[src/rtl/q_8_8_drv.sv]
// q_8_8_drv: initiator for the q_8_8 start/rdy operand interface.
// Issues one Q8.8 operand pair, waits the fixed latency, returns C.
module q_8_8_drv #(
  parameter int RESULT_LAT  = 2,
  parameter int TIMEOUT_CYC = 15,
  parameter int CNT_W       = 8
) (
  input  logic             clk,
  input  logic             rst_b,
  input  logic             in_valid,
  output logic             in_ready,
  input  logic [15:0]      in_a,
  input  logic [15:0]      in_b,
  output logic             start,
  output logic [15:0]      dut_a,
  output logic [15:0]      dut_b,
  input  logic [15:0]      dut_c,
  input  logic             dut_rdy,
  output logic             out_valid,
  input  logic             out_ready,
  output logic [15:0]      out_c,
  output logic [15:0]      out_a,
  output logic             err,
  output logic [CNT_W-1:0] txn_cnt,
  output logic [CNT_W-1:0] err_cnt
);

  localparam int TW = (TIMEOUT_CYC > 1) ? $clog2(TIMEOUT_CYC + 1) : 1;
  localparam int LW = (RESULT_LAT > 1) ? $clog2(RESULT_LAT + 1) : 1;

  typedef enum logic [2:0] {
    S_IDLE,
    S_REQ,
    S_WAIT,
    S_CAP,
    S_OUT
  } state_t;

  state_t        state;
  logic [TW-1:0] tcnt;
  logic [LW-1:0] lcnt;

  assign in_ready = (state == S_IDLE);

  always_ff @(posedge clk or negedge rst_b) begin
    if (!rst_b) begin
      state     <= S_IDLE;
      start     <= 1'b0;
      dut_a     <= '0;
      dut_b     <= '0;
      out_valid <= 1'b0;
      out_c     <= '0;
      out_a     <= '0;
      err       <= 1'b0;
      txn_cnt   <= '0;
      err_cnt   <= '0;
      tcnt      <= '0;
      lcnt      <= '0;
    end else begin
      err <= 1'b0;
      unique case (state)
        S_IDLE: begin
          if (in_valid) begin
            dut_a <= in_a;
            dut_b <= in_b;
            start <= 1'b1;
            tcnt  <= '0;
            state <= S_REQ;
          end
        end
        S_REQ: begin
          if (dut_rdy) begin
            start <= 1'b0;
            lcnt  <= LW'(RESULT_LAT - 1);
            // a one-cycle latency has no wait phase at all
            if (RESULT_LAT == 1) state <= S_CAP;
            else                 state <= S_WAIT;
          end else if (tcnt == TW'(TIMEOUT_CYC - 1)) begin
            start <= 1'b0;
            err   <= 1'b1;
            if (err_cnt != '1) err_cnt <= err_cnt + 1'b1;
            state <= S_IDLE;
          end else begin
            tcnt <= tcnt + 1'b1;
          end
        end
        S_WAIT: begin
          if (lcnt == LW'(1)) state <= S_CAP;
          else                lcnt  <= lcnt - 1'b1;
        end
        S_CAP: begin
          out_c     <= dut_c;
          out_a     <= dut_a;
          out_valid <= 1'b1;
          state     <= S_OUT;
        end
        S_OUT: begin
          if (out_ready) begin
            out_valid <= 1'b0;
            txn_cnt   <= txn_cnt + 1'b1;
            state     <= S_IDLE;
          end
        end
        default: state <= S_IDLE;
      endcase
    end
  end

endmodule

[config.mk]
export PLATFORM = sky130hd
export DESIGN_NAME = q_8_8_drv
export DESIGN_NICKNAME = d
export VERILOG_FILES = /design/src/rtl/q_8_8_drv.sv
export SDC_FILE = /design/constraint.sdc
export NUM_CORES = 1
export LEC_CHECK = 0
export CAP_MARGIN = 20
export CORE_MARGIN = 3
export CORE_UTILIZATION = 67
export DETAILED_ROUTE_END_ITERATION = 10
export DONT_BUFFER_PORTS = 1
export HOLD_SLACK_MARGIN = 0.15
export PLACE_DENSITY = 0.83
export SLEW_MARGIN = 20
export SYNTH_ARGS = -nofsm -noshare
export SYNTH_HDL_FRONTEND = slang
export SYNTH_SLANG_ARGS = --single-unit
[constraint.sdc]
create_clock -name clk -period 3.4 [get_ports clk]
set_input_delay 0.68 -clock clk [delete_from_list [all_inputs] [get_ports clk]]
set_output_delay 0.68 -clock clk [all_outputs]
set_load 0.02 [all_outputs]
==> run_results.csv <==
group,metric,value,unit
die,io_pins,137,
setup_path,cp_max_fo,11,
drt,first_iter_violations,66,
setup_path,crit_family,"simple AND/OR/NAND/NOR gates",
die,initial_core_util,70.7,%
sta,layout_setup_ws,1220,ps
sta,slew_headroom,48.5,%
min_path,worstHoldPathType,"in2async",
die,die_h,80.4,um
sta,rsz0062_at_grt,"false",
finish,diodes,0,
logic_synthesis,synth-seq-area-share,62.2,%
drt,postRouteAntennaNets,0,
drt,routed_via_density,5.92,
finish,fin_nets,318,
cts,cts_inserted_buffers,9,
sta,fin_skew,8.85,ps
setup_path,rr_startpoint,"err_cnt[0]$_DFFE_PN0P_",
die,die_x,80.4,um
setup_path,slowest_stage,"nor3_1",
power_and_ir_drop,vdd_drop_max,0.673,mV
logic_synthesis,synthDistinctLibCells,34,
setup_path,path_class,"reg2out",
logic_synthesis,synth_top_area_share,62.2,%
cts,cts_resized,0,
cts,cts_setup_buffers,0,
drt,drc,0,
power_and_ir_drop,finalPower,0.00400,W
global_route,antenna_found_initial,0,
logic_synthesis,synth_area_leaders,"dfrtp_1, mux2_2, xnor2_1",
sta,hold_viol_final,0,
logic_synthesis,synthCells,255,
drt,totalWireLength,6.42,mm
sta,post-route-period-util,64.1,%
sta,setup_viol,0,
power_and_ir_drop,p_leak,1.72,nW
global_route,grt_pass1_vias,2072,
place,globalplace.congestion,0.754,
setup_path,reg2reg_slack,1360,ps
cts,clk_pin_slew_worst_paths,80,ps
logic_synthesis,syn_nets,313,
sta,worst_pin_slew,769,ps
cts,clk_latency,340,ps
drt,vias,1971,
setup_path,rr_worst_depth,4,
setup_path,critical_path_arrival,1500,ps
cts,max-clock-path-buffers,2,
place,place.detailed.hpwl,4.66,mm
logic_synthesis,synth_seq_cells,92,
logic_synthesis,avgSynthCellArea,14.5,um^2
global_route,grt_start_max_net_pins,93,
setup_path,cp_num_cells,1,
logic_synthesis,yosys_warnings,0,
place,place_ws,1300,ps
global_route,grt_pass1_wl,10.0,mm
die,rows,26,
cts,cts_root_buffer,"clkbuf_8",
setup_path,cp.buffers_inverters,0,
logic_synthesis,yosysTopAreaCell,"dfrtp_1",
die,fp.dieArea,0.00646,mm^2
logic_synthesis,netlist_area,0.00370,mm^2
drt,wl_per_cell,19.3,um
cts,htreeDepth,3,
sta,max_freq,459,MHz
power_and_ir_drop,power_density,1010,mW/mm^2
place,io_buffers,0,
global_route,track_usage,20.7,%
setup_path,cp.required,2720,ps
setup_path,cp-end-kind,"output port",
cts,cts.sinks,92,
logic_synthesis,ys.flop_type,"dfrtp_1",
setup_path,slowest_delay,650,ps
cts,cts_tree,"built",
setup_path,cp-start-kind,"flop",
setup_path,critPathCapture,"in_ready",
sta,finalSetupTns,0,ps
finish,area_growth,7.36,%
sta,maxSlewViolCount,0,
logic_synthesis,synth_edf_count,0,
drt,first_pass_iters,4,
finish,drive_above_1_share,32.3,%
die,core,0.00524,mm^2
logic_synthesis,async_reset_ff_share,100,%
job,max-cap-violations,0,
sta,period_minus_slack,2180,ps
setup_path,r2r_end,"err_cnt[1]$_DFFE_PN0P_",
setup_path,worstSetupStartpoint,"state[1]$_DFFE_PN0P_",
setup_path,path_cells,"nor3_1",
global_route,grt_overflow,0,
run_status,status,"complete, no violations",
-- power by group --
group / total [W] / internal [W] / switching [W]
combinational: 0.000873 / 0.000535 / 0.000338
clock: 0.000657 / 0.000318 / 0.000339
sequential: 0.00247 / 0.00155 / 0.000919
-- synth_stat cells (2+ instances only) --
cell / number
nand3b_1: 2
xnor2_1: 12
nor2_1: 3
xor2_1: 2
a31oi_1: 2
mux2_2: 64
nand4_1: 6
inv_1: 5
a21oi_1: 4
clkbuf_1: 2
dfrtp_1: 92
nand2_1: 15
buf_2: 7
o21ai_0: 6
and3_1: 4
a211oi_1: 2
mux2_1: 2
nand3_1: 3
ha_1: 5
nor3_1: 3
-- metal layers --
metal,GRT usage [%],vias up,part of all wire [%]
li1,-,908,-
met1,24.8,981,38
met2,33.4,74,52
met3,8.63,8,8.9
met4,7.94,0,1.4
met5,0,-,0
-- repair_timing --
item                                    4_1_cts  5_1_grt
endpoints found under the setup margin        0        0
hold buffers                                  1        0
endpoints found under the hold margin        92        0
-- layout by cell type, fill, tap and decap left out, types with 2 or more instances in the layout --
cell	netlist	layout
buf_4	0	2
a31oi_1	2	2
nand3_1	3	3
nor2_1	3	3
nor3_1	3	3
mux2_2	64	64
nand4_1	6	6
xnor2_1	12	12
dfrtp_1	92	92
and3_1	4	4
xor2_1	2	2
nand3b_1	2	2
nand2_1	15	15
mux2_1	2	2
o21ai_0	6	6
clkbuf_8	0	12
a211oi_1	2	2
a21oi_1	4	4
ha_1	5	5
inv_1	5	5
-- sequential cells by signal (all words and copies together) (netlist names) --
name and flops:
err 1, err_cnt 8, dut_a 16, state 3, txn_cnt 8, out_c 16, start 1, out_valid 1
tcnt 4, lcnt 2, dut_b 16, out_a 16
-- area by class of cell --
cell class | instances | area, um^2
clock buffer | 13 | 169
timing repair buffer | 4 | 62.6
inverter | 5 | 18.8
multi-input combinational | 148 | 1330
tap | 70 | 87.6
clock inverter | 1 | 7.51
fill | 336 | 1260
sequential | 92 | 2300
-- cell families after synthesis --
kind of cell	after synthesis	share of synthesized area, %
AOI/OAI and AO/OA	20	3.92
xor gates and xnor gates	14	3.31
adders and majority gates	5	1.69
buffers and inverters	15	1.96
DFF	92	62.2
muxes	67	20.3
and+or+nand+nor	42	6.62
-- per-stage QoR --
| step | utilization, % | std cells | hold slack (ps) | area [um^2] |
|---|---|---|---|---|
| floorplan | - | 255 | 384 | 3700 |
| global placement | 72.0 | 318 | 386 | 3770 |
| detailed placement | 72.0 | 318 | 387 | 3770 |
| CTS | 75.9 | 333 | 253 | 3980 |
| global route | 75.9 | 333 | 242 | 3980 |
| finish | 75.9 | 333 | 226 | 3980 |
-- worst min-delay path by stage --
stage	start	endpoint	slack, ps
after CTS	rst_b	dut_b[9]$_DFFE_PN0P_	250
after global routing	rst_b	dut_b[14]$_DFFE_PN0P_	240
final	rst_b	dut_b[14]$_DFFE_PN0P_	230
after detailed placement	rst_b	dut_b[9]$_DFFE_PN0P_	390
after global placement	rst_b	dut_b[9]$_DFFE_PN0P_	390
after floorplan	rst_b	dut_a[0]$_DFFE_PN0P_	380
Note: power is estimated with default switching activity, not from simulation.
